**config.mk**
```make
export PLATFORM = sky130hd
export DESIGN_NAME = window_motor_actuator
export DESIGN_NICKNAME = d
export VERILOG_FILES = /design/src/rtl/window_motor_actuator.sv
export SDC_FILE = /design/constraint.sdc
export NUM_CORES = 1
export LEC_CHECK = 0
export CAP_MARGIN = 20
export CORE_UTILIZATION = 34
export DETAILED_ROUTE_END_ITERATION = 10
export DONT_BUFFER_PORTS = 1
export GPL_ROUTABILITY_DRIVEN = 0
export PLACE_DENSITY_LB_ADDON = 0.05
export REMOVE_ABC_BUFFERS = 1
export SYNTH_ARGS = -nofsm -noshare
export SYNTH_HDL_FRONTEND = slang
export SYNTH_SLANG_ARGS = --single-unit
export TNS_END_PERCENT = 5
```
**constraint.sdc**
```tcl
create_clock -name clock -period 2.54 [get_ports clock]
set_input_delay 0.254 -clock clock [delete_from_list [all_inputs] [get_ports clock]]
set_output_delay 0.254 -clock clock [all_outputs]
set_load 0.05 [all_outputs]
```
**src/rtl/window_motor_actuator.sv**
```systemverilog
// ---------------------------------------------------------------------------
// window_motor_actuator
//
// Motor-side responder for the push-button window controller. Turns the
// one-cycle open/close command pulses into a held H-bridge drive that runs
// until the matching limit switch trips. It inserts a dead time on direction
// reversal and latches a fault when a run exceeds its cycle budget or both
// limit switches read high together.
//
// Ports
//   clock         in   system clock, rising edge
//   reset         in   asynchronous, active-high reset
//   Open_CW       in   one-cycle command: open the window (drive CW)
//   Close_CCW     in   one-cycle command: close the window (drive CCW)
//   limit_open    in   window fully open (synchronous to clock)
//   limit_closed  in   window fully closed (synchronous to clock)
//   motor_cw      out  H-bridge CW drive
//   motor_ccw     out  H-bridge CCW drive
//   busy          out  high while running or in dead time
//   fault         out  sticky fault, cleared only by reset
//
// state     | meaning
// ----------+-------------------------------------------------------------
// S_IDLE    | motor off, waiting for a command
// S_RUN_CW  | driving CW (opening) until limit_open or timeout
// S_RUN_CCW | driving CCW (closing) until limit_closed or timeout
// S_DEAD    | both drives off between reversal directions
// S_FAULT   | motor off, fault latched until reset
//
// All outputs are registered decodes of the current state, so they follow
// the state register by one clock. The async reset still clears them at
// once.
// ---------------------------------------------------------------------------
module window_motor_actuator #(
    parameter int TRAVEL_CYCLES = 1000,
    parameter int DEAD_CYCLES   = 4
) (
    input  logic clock,
    input  logic reset,
    input  logic Open_CW,
    input  logic Close_CCW,
    input  logic limit_open,
    input  logic limit_closed,
    output logic motor_cw,
    output logic motor_ccw,
    output logic busy,
    output logic fault
);

    localparam int CNT_W  = $clog2(TRAVEL_CYCLES + 1);
    localparam int DEAD_W = $clog2(DEAD_CYCLES + 1);

    // The counter shows the number of RUN cycles already completed, so the
    // run that is in its last allowed cycle sees TRAVEL_CYCLES-1.
    localparam logic [CNT_W-1:0]  C_TRAVEL_LAST = CNT_W'(TRAVEL_CYCLES - 1);
    localparam logic [DEAD_W-1:0] C_DEAD_LOAD   = DEAD_W'(DEAD_CYCLES - 1);

    typedef enum logic [2:0] {
        S_IDLE,
        S_RUN_CW,
        S_RUN_CCW,
        S_DEAD,
        S_FAULT
    } state_t;

    state_t              r_state;
    logic [CNT_W-1:0]    r_cnt;
    logic [DEAD_W-1:0]   r_dead;
    logic                r_pend_ccw;
    logic                r_motor_cw;
    logic                r_motor_ccw;
    logic                r_busy;
    logic                r_fault;

    logic w_both_lim;
    logic w_pend_lim;

    assign w_both_lim = limit_open & limit_closed;
    assign w_pend_lim = r_pend_ccw ? limit_closed : limit_open;

    always_ff @(posedge clock or posedge reset) begin
        if (reset) begin
            r_state     <= S_IDLE;
            r_cnt       <= '0;
            r_dead      <= '0;
            r_pend_ccw  <= 1'b0;
            r_motor_cw  <= 1'b0;
            r_motor_ccw <= 1'b0;
            r_busy      <= 1'b0;
            r_fault     <= 1'b0;
        end else begin
            r_motor_cw  <= (r_state == S_RUN_CW);
            r_motor_ccw <= (r_state == S_RUN_CCW);
            r_busy      <= (r_state == S_RUN_CW) || (r_state == S_RUN_CCW) ||
                           (r_state == S_DEAD);
            r_fault     <= (r_state == S_FAULT);

            case (r_state)
                S_IDLE: begin
                    if (w_both_lim) begin
                        r_state <= S_FAULT;
                    end else if (Open_CW && !Close_CCW && !limit_open) begin
                        r_state <= S_RUN_CW;
                        r_cnt   <= '0;
                    end else if (Close_CCW && !Open_CW && !limit_closed) begin
                        r_state <= S_RUN_CCW;
                        r_cnt   <= '0;
                    end
                end

                // Priority: both limits, own limit, timeout, reversal.
                S_RUN_CW: begin
                    if (w_both_lim) begin
                        r_state <= S_FAULT;
                    end else if (limit_open) begin
                        r_state <= S_IDLE;
                    end else if (r_cnt == C_TRAVEL_LAST) begin
                        r_state <= S_FAULT;
                    end else if (Close_CCW) begin
                        r_state    <= S_DEAD;
                        r_pend_ccw <= 1'b1;
                        r_dead     <= C_DEAD_LOAD;
                    end else begin
                        r_cnt <= r_cnt + 1'b1;
                    end
                end

                S_RUN_CCW: begin
                    if (w_both_lim) begin
                        r_state <= S_FAULT;
                    end else if (limit_closed) begin
                        r_state <= S_IDLE;
                    end else if (r_cnt == C_TRAVEL_LAST) begin
                        r_state <= S_FAULT;
                    end else if (Open_CW) begin
                        r_state    <= S_DEAD;
                        r_pend_ccw <= 1'b0;
                        r_dead     <= C_DEAD_LOAD;
                    end else begin
                        r_cnt <= r_cnt + 1'b1;
                    end
                end

                // Down-counter loaded with DEAD_CYCLES-1 gives exactly
                // DEAD_CYCLES cycles in this state.
                S_DEAD: begin
                    if (w_both_lim) begin
                        r_state <= S_FAULT;
                    end else if (r_dead == '0) begin
                        r_cnt <= '0;
                        if (w_pend_lim) begin
                            r_state <= S_IDLE;
                        end else if (r_pend_ccw) begin
                            r_state <= S_RUN_CCW;
                        end else begin
                            r_state <= S_RUN_CW;
                        end
                    end else begin
                        r_dead <= r_dead - 1'b1;
                    end
                end

                S_FAULT: begin
                    r_state <= S_FAULT;
                end

                default: begin
                    r_state <= S_IDLE;
                end
            endcase
        end
    end

    assign motor_cw  = r_motor_cw;
    assign motor_ccw = r_motor_ccw;
    assign busy      = r_busy;
    assign fault     = r_fault;

endmodule

```
==> results_dict.tcl, run 1 <==
set metrics [dict create \
    die_area_mm2 0.004189 \
    hold_class "in2async" \
    synth_seq_cells 21 \
    drt_iter0_markers 101 \
    critPathArrivalTime_ps 2450 \
    min_period_ps 2299 \
    cts.sink_count 21 \
    clock_latency_ps 270 \
    fin_tns_setup_ps 0 \
    synth-edff-count 0 \
    port_buffers 0 \
    slew_viol_final 0 \
    syn_area_per_cell_um2 8.858 \
    nNetsFinal 159 \
    final_cell_mix "21 x dfrtp_1, 18 x o21ai_1, 17 x nor2_1, 10 x nand2_1, 7 x inv_1" \
    syn_to_final_growth_pct 4.958 \
    ioPinCount 10 \
    ir_drop_mv 0.4122 \
    slowest_stage "or4_1" \
    fin_crit_sh_pct 90.51 \
    grt_first_pass_wirelength_mm 5.340 \
    synth.distinct_cells 41 \
    ant_nets 0 \
    initial_core_util_pct 35.99 \
    critPathMaxStageDelay_ps 710 \
    routed_wl_mm 3.006 \
    via_per_inst 5.584 \
    die_h_um 64.72 \
    drc_errors 0 \
    power_density_mw_per_mm2 992.8 \
    outcome "finished, final reports clean" \
    core_mm2 0.003716 \
    die_width_um 64.72 \
    drive_gt1_share_pct 8.054 \
    max_freq_ghz 0.4350 \
    skew_ps 1.516 \
    crit_chain "nand2b_1, o22ai_1, or4_1, o21ai_1, o41ai_2" \
    ctsHoldBuffers 0 \
    diodes 0 \
    detail_route.wl_per_cell_um 15.26 \
    synth_ff_type "dfrtp_1" \
    syn_inst 151 \
    synthArstFlopShare_pct 100.0 \
    clkSlewWorstSetupHoldPaths_ps 80 \
    cts_setup_buffers 0 \
    hpwl_mm 2.172 \
    grt_antenna_before_repair 0 \
    rsz0062_at_grt "no" \
    rows 22 \
    ctsResizeCount 0 \
    maxCapViolCount 0 \
    slew_headroom_pct 45.18 \
    tritoncts "yes" \
    grt_pass1_vias 1115 \
    p_leak_uw 0.0005940 \
    crit_required_ps 2690 \
    numCtsBuffers 3 \
    endpoint_kind "flop" \
    crit_fanout 13 \
    crit_path_start_kind "flop" \
    critPathKind "reg2reg" \
    worst_pin_slew_ps 821.4 \
    final_common_cell "dfrtp_1" \
    synth_warnings 0 \
    hold_viol_final 0 \
    placed_cells 193 \
    cts_root_buffer "clkbuf_8" \
    layoutNonFillerInstCount 197 \
    setup_viol 0 \
    ys_seq_area_share_pct 39.29 \
    grt_use_total_pct 17.04 \
    cts-htree-levels 1 \
    vias 1100 \
    grt_max_degree 22 \
    syn_area_mm2 0.001338 \
    dr.pass1.iters 4 \
    grt-ovfl-total 0 \
    cts_buffer_depth 2 \
]
-- per-stage QoR --
step | setup WS [ps] | power [uW] | utilization (%) | cell area [um2] | hold slack (ps)
2_1_floorplan | 373.6 | 1017 | - | 1290 | 230.5
3_3_place_gp | 332.0 | 1160 | 36.53 | 1358 | 353.7
3_5_place_dp | 293.4 | 1165 | 36.53 | 1358 | 362.9
4_1_cts | 279.4 | 1402 | 37.78 | 1404 | 64.86
5_1_grt | 78.43 | 1500 | 37.78 | 1404 | 123.5
6_report | 240.9 | 1394 | 37.78 | 1404 | 29.05
-- registers in the layout, summed over array words and instances (netlist names) --
register and count:
r_cnt 10, r_dead 3, r_state 3, busy 1, fault 1, motor_ccw 1, motor_cw 1, r_pend_ccw 1
-- report_power, final --
| group | internal, uW | total [uW] | switching (uW) |
|---|---|---|---|
| Clock | 110 | 233 | 123 |
| Combinational | 219 | 560 | 341 |
| Sequential | 407 | 601 | 194 |
| Total | 736 | 1390 | 658 |
-- worst max-delay path: cells and delay by family, from the launching register on --
family	cells	cell delay, ps
compound gates	3	520
flops	1	610
simple gates	2	1050
-- kinds of logic (layout without fill, tap and decap cells) --
| logic type | Yosys count | count (layout) | synth area share (%) |
|---|---|---|---|
| buf+inv | 14 | 12 | 5.519 |
| flops | 21 | 21 | 39.29 |
| compound gates | 51 | 51 | 26.57 |
| mux | 2 | 2 | 1.590 |
| simple gates | 60 | 60 | 24.23 |
| fa+ha+maj | 3 | 3 | 2.807 |
-- final cells by class --
type	instances	area [um2]
clock inverters	1	5.005
fillers	406	2312
inverters	7	26.28
flip-flops and latches	21	525.5
multi-input cells	116	738.2
repair buffers	1	7.507
clock buffers	3	41.29
well taps	48	60.06
-- path summary, 6_finish.rpt --
path                                         from                      to  slack (ps)  cells past startpoint
setup reg to reg           r_state[1]$_DFFE_PP0P_    r_cnt[3]$_DFFE_PP0P_         240                      5
max in group asynchronous                   reset    r_cnt[0]$_DFFE_PP0P_        2010                      1
hold / removal                              reset   r_dead[2]$_DFFE_PP0P_          30                      1
setup / recovery           r_state[1]$_DFFE_PP0P_    r_cnt[3]$_DFFE_PP0P_         240                      5
min in group clock                     limit_open  r_state[0]$_DFFE_PP0P_         310                      3
hold reg to reg              r_cnt[8]$_DFFE_PP0P_    r_cnt[8]$_DFFE_PP0P_         480                      1
-- cells in the mapped netlist (2+ instances only) --
master,instances,share of area [%]
nor2_1,17,4.8
a31oi_1,4,1.9
and4_1,2,1.3
buf_2,5,1.9
nand2_1,10,2.8
nor3_1,2,0.75
o21ai_0,2,0.75
a21oi_1,6,2.2
nor2b_1,4,1.9
nand4_1,3,1.4
nand2b_1,3,1.4
and3_1,3,1.4
o31ai_1,2,1.1
buf_6,2,1.7
dfrtp_1,21,39
a22o_1,2,1.3
nand3_1,5,1.9
o21ai_1,18,6.7
ha_1,3,2.8
a21boi_0,2,1.1
inv_1,7,2.0
o21a_1,2,1.1
o22ai_1,3,1.4
a21o_1,2,1.1
nor3b_1,4,2.2
nand3b_1,2,1.1
-- layer usage --
layer,track usage (%),vias up,wire (um)
li1,-,550,-
met1,21.44,521,1444
met2,26.43,21,1369
met3,4.577,8,121
met4,8.889,0,71
met5,0,-,0
Power figures use the tool's default switching activity.
==> run 2: changes to the inputs <==
--- a/config.mk
+++ b/config.mk
@@ -6,10 +6,12 @@
 export NUM_CORES = 1
 export LEC_CHECK = 0
 export CAP_MARGIN = 20
+export CORE_MARGIN = 5
 export CORE_UTILIZATION = 34
 export DETAILED_ROUTE_END_ITERATION = 10
 export DONT_BUFFER_PORTS = 1
 export GPL_ROUTABILITY_DRIVEN = 0
+export MAX_ROUTING_LAYER = met4
 export PLACE_DENSITY_LB_ADDON = 0.05
 export REMOVE_ABC_BUFFERS = 1
 export SYNTH_ARGS = -nofsm -noshare
==> results_dict.tcl, run 2 (synthesized netlist as in run 1, its figures left out) <==
set metrics [dict create \
    core_mm2 0.003744 \
    via_per_inst 5.545 \
    crit_fanout 13 \
    slew_viol_final 0 \
    final_common_cell "dfrtp_1" \
    ir_drop_mv 0.3698 \
    cts-htree-levels 1 \
    clock_latency_ps 260 \
    dr.pass1.iters 4 \
    die_h_um 72.72 \
    worst_pin_slew_ps 830.0 \
    crit_family "simple AND/OR/NAND/NOR gates" \
    grt_first_pass_wirelength_mm 5.154 \
    ctsHoldBuffers 0 \
    die_width_um 72.72 \
    top_regs "r_cnt (10), r_dead (3), r_state (3)" \
    grt-ovfl-total 0 \
    crit_path_start_kind "flop" \
    worstReg2RegStart "r_state[1]$_DFFE_PP0P_" \
    grt_max_degree 22 \
    slowest_stage "or4_1" \
    cts.sink_count 21 \
    ioPinCount 10 \
    numCtsBuffers 3 \
    hold_class "in2async" \
    tritoncts "yes" \
    crit_chain "nand2b_1, o22ai_1, or4_1, o21ai_1, o41ai_2" \
    power_density_mw_per_mm2 979.1 \
    rows 22 \
    routed_wl_mm 3.000 \
    critical_path_buf_inv_count 0 \
    fin_tns_setup_ps 0 \
    min_period_ps 2289 \
    crit_required_ps 2690 \
    vias 1098 \
    endpoint_kind "flop" \
    rsz0062_at_grt "no" \
    critPathKind "reg2reg" \
    drive_gt1_share_pct 8.000 \
    place_ws_ps 296.2 \
    rr_endpoint "r_cnt[3]$_DFFE_PP0P_" \
    final_cell_mix "21 x dfrtp_1, 18 x o21ai_1, 17 x nor2_1, 10 x nand2_1, 7 x inv_1" \
    p_sw_share_pct 46.58 \
    cts_root_buffer "clkbuf_8" \
    largest_reg_flops 10 \
    power_frac_clock_pct 16.2 \
    worst-r2r-setup-slack_ps 250 \
    grt_use_total_pct 12.78 \
    setup_viol 0 \
    n_fill_cell 402 \
    initial_core_util_pct 35.73 \
    layout_setup_ws_ps 250.5 \
    syn_to_final_growth_pct 5.425 \
    slew_headroom_pct 44.61 \
    reg2reg_depth 5 \
    ctsResizeCount 0 \
    grt_antenna_before_repair 0 \
    regMostFlops "r_cnt" \
    p_leak_uw 0.0005967 \
    switching_power_uw 643.1 \
    seq_power_share_pct 43.4 \
    critPathArrivalTime_ps 2440 \
    critPathMaxStageDelay_ps 710 \
    clkSlewWorstSetupHoldPaths_ps 80 \
    skew_ps 5.514 \
    comb_power_share_pct 40.3 \
    diodes 0 \
    max_freq_ghz 0.4368 \
    hold_viol_final 0 \
    drt_iter0_markers 67 \
    cts_buffer_depth 2 \
    maxCapViolCount 0 \
    fin_crit_sh_pct 90.14 \
    outcome "finished, final reports clean" \
    ant_nets 0 \
    detail_route.wl_per_cell_um 15.15 \
    nNetsFinal 160 \
    drc_errors 0 \
    port_buffers 0 \
    die_area_mm2 0.005288 \
    grt_pass1_vias 1047 \
    internal_power_uw 737.5 \
    hpwl_mm 2.199 \
    cts_setup_buffers 0 \
]
==> run 2: worst register-to-register path, stage by stage (launching register included) <==
cell	delay (ps)
dfrtp_1	590
nand2b_1	360
o22ai_1	200
or4_1	710
o21ai_1	230
o41ai_2	80
==> run 2: worst max path at each step <==
| stage | startpoint | to | slack, ps | depth (start not counted) |
|---|---|---|---|---|
| after floorplan | r_state[1]$_DFFE_PP0P_ | r_state[1]$_DFFE_PP0P_ | 370 | 5 |
| after global placement | r_state[1]$_DFFE_PP0P_ | r_state[1]$_DFFE_PP0P_ | 360 | 5 |
| after detailed placement | r_state[1]$_DFFE_PP0P_ | r_cnt[3]$_DFFE_PP0P_ | 300 | 5 |
| after CTS | r_state[1]$_DFFE_PP0P_ | r_cnt[3]$_DFFE_PP0P_ | 290 | 5 |
| after global routing | r_state[1]$_DFFE_PP0P_ | r_cnt[8]$_DFFE_PP0P_ | 90 | 5 |
| final | r_state[1]$_DFFE_PP0P_ | r_cnt[3]$_DFFE_PP0P_ | 250 | 5 |
==> run 2: through the flow <==
| stage | cells | instance area, um2 | hold WS [ps] | power (uW) | utilization (%) |
|---|---|---|---|---|---|
| 3_5_place_dp | 194 | 1365 | 373.6 | 1162 | 36.46 |
| 3_3_place_gp | 194 | 1365 | 372.6 | 1159 | 36.46 |
| 6_report | 198 | 1410 | 42.43 | 1381 | 37.67 |
| 4_1_cts | 198 | 1410 | 85.71 | 1393 | 37.67 |
| 2_1_floorplan | 144 | 1290 | 230.5 | 1017 | - |
| 5_1_grt | 198 | 1410 | 128.1 | 1486 | 37.67 |
==> run 2: area by class of cell <==
| class | instances | area [um2] | share of cell area (%) |
|---|---|---|---|
| Multi-Input combinational cell | 116 | 738.2 | 52.35 |
| Sequential cell | 21 | 525.5 | 37.27 |
| Tap cell | 48 | 60.06 | 4.259 |
| Clock buffer | 4 | 45.04 | 3.194 |
| Inverter | 7 | 26.28 | 1.863 |
| Timing Repair Buffer | 2 | 15.01 | 1.065 |
==> run 2: routing by layer <==
| layer | vias to the layer above | GRT usage [%] | share of wire, % |
|---|---|---|---|
| met5 | - | - | 0 |
| met4 | 0 | 3.689 | 1.1 |
| met3 | 4 | 2.204 | 3.0 |
| met2 | 23 | 17.84 | 44 |
| met1 | 522 | 18.73 | 52 |
| li1 | 549 | - | - |
==> run 2: power by group through the flow <==
stage	clock (uW)	sequential (uW)	combinational, uW
3_5_place_dp	0	604	558
6_report	224	600	557
2_1_floorplan	0	576	442
5_1_grt	246	611	629
3_3_place_gp	0	602	558
4_1_cts	235	597	561
==> run 3: changes to the inputs <==
--- a/config.mk
+++ b/config.mk
@@ -12,7 +12,7 @@
 export DONT_BUFFER_PORTS = 1
 export GPL_ROUTABILITY_DRIVEN = 0
 export MAX_ROUTING_LAYER = met4
-export PLACE_DENSITY_LB_ADDON = 0.05
+export PLACE_DENSITY = 0.5
 export REMOVE_ABC_BUFFERS = 1
 export SYNTH_ARGS = -nofsm -noshare
 export SYNTH_HDL_FRONTEND = slang
==> results_dict.tcl, run 3 (synthesized netlist as in run 1, its figures left out) <==
set metrics [dict create \
    regMostFlops "r_cnt" \
    ir_drop_mv 0.4657 \
    outcome "finished, final reports clean" \
    ctsResizeCount 0 \
    die_area_mm2 0.005288 \
    grt-ovfl-total 0 \
    worst_pin_slew_ps 781.3 \
    dr.pass1.iters 4 \
    crit_fanout 13 \
    clock_latency_ps 260 \
    drt_iter0_markers 56 \
    vias 1095 \
    nNetsFinal 160 \
    grt_pass1_vias 1076 \
    ioPinCount 10 \
    cts_setup_buffers 0 \
    cts_buffer_depth 2 \
    grt_max_degree 22 \
    crit_required_ps 2690 \
    top_regs "r_cnt (10), r_dead (3), r_state (3)" \
    skew_ps 0.9129 \
    diodes 0 \
    layout_setup_ws_ps 278.8 \
    slew_headroom_pct 47.86 \
    multi_input_area_um2 738.2 \
    drc_errors 0 \
    cts.sink_count 21 \
    hold_class "in2async" \
    setup_viol 0 \
    cts-htree-levels 1 \
    syn_to_final_growth_pct 5.425 \
    rsz0062_at_grt "no" \
    ctsHoldBuffers 0 \
    ant_nets 0 \
    final_cell_mix "21 x dfrtp_1, 18 x o21ai_1, 17 x nor2_1, 10 x nand2_1, 7 x inv_1" \
    detail_route.wl_per_cell_um 14.97 \
    clkSlewWorstSetupHoldPaths_ps 80 \
    p_leak_uw 0.0005967 \
    min_period_ps 2261 \
    critPathArrivalTime_ps 2410 \
    rows 22 \
    maxCapViolCount 0 \
    tritoncts "yes" \
    stdcell_area_mm2 0.001410 \
    grt_use_total_pct 13.27 \
    critPathKind "reg2reg" \
    hpwl_mm 2.231 \
    via_per_inst 5.530 \
    n_fill_cell 411 \
    drive_gt1_share_pct 8.000 \
    final_common_cell "dfrtp_1" \
    core_mm2 0.003744 \
    fin_tns_setup_ps 0 \
    die_width_um 72.72 \
    hold_viol_final 0 \
    largest_reg_flops 10 \
    slew_viol_final 0 \
    numCtsBuffers 3 \
    initial_core_util_pct 35.73 \
    cts_root_buffer "clkbuf_8" \
    die_h_um 72.72 \
    max_freq_ghz 0.4423 \
    fin_crit_sh_pct 89.02 \
    grt_first_pass_wirelength_mm 5.375 \
    crit_path_start_kind "flop" \
    grt_antenna_before_repair 0 \
    endpoint_kind "flop" \
    port_buffers 0 \
    power_density_mw_per_mm2 976.7 \
    seqCellArea_um2 525.5 \
    place_ws_ps 285.0 \
    postPlaceCellArea_mm2 0.001365 \
    routed_wl_mm 2.964 \
]
==> run 3: worst paths after layout <==
path / start / endpoint / slack [ps] / depth (start not counted)
setup / recovery: r_state[1]$_DFFE_PP0P_ / r_cnt[3]$_DFFE_PP0P_ / 280 / 5
hold / removal: reset / busy$_DFF_PP0_ / 20 / 1
setup reg to reg: r_state[1]$_DFFE_PP0P_ / r_cnt[3]$_DFFE_PP0P_ / 280 / 5
hold reg to reg: r_cnt[9]$_DFFE_PP0P_ / r_cnt[9]$_DFFE_PP0P_ / 470 / 1
max in group asynchronous: reset / r_pend_ccw$_DFFE_PP0P_ / 2030 / 1
min in group clock: limit_open / r_state[0]$_DFFE_PP0P_ / 290 / 3
==> run 3: routing by layer <==
metal	vias up	wire length, um	track usage [%]
met5	-	0	-
met4	0	22	2.459
met3	5	128	3.994
met2	16	1371	20.44
met1	520	1443	17.35
li1	554	-	-
==> run 3: critical path, stage by stage, from the launching register on <==
cell      delay, ps
dfrtp_1         570
nand2b_1        340
o22ai_1         190
or4_1           710
o21ai_1         240
o41ai_2          90
==> run 3: where the power goes <==
group	switching [uW]	total (uW)	leakage, uW	internal [uW]
registers	192	599	0.000274	407
clock network	112	224	0.0000228	112
logic	335	554	0.000300	219
==> run 3: stage by stage <==
step,utilization (%),cells,total power [uW],hold slack [ps]
after floorplan,-,144,1017,230.5
after global placement,36.46,194,1156,349.3
after detailed placement,36.46,194,1164,355.1
after CTS,37.67,198,1397,60.61
after global routing,37.67,198,1497,98.38
final,37.67,198,1377,16.80
==> run 3: cell type report <==
type,count,share of cell area [%]
multi-input combinational,116,52.35
sequential,21,37.27
tap,48,4.259
clock buffer,4,3.194
inverter,7,1.863
timing repair buffer,2,1.065
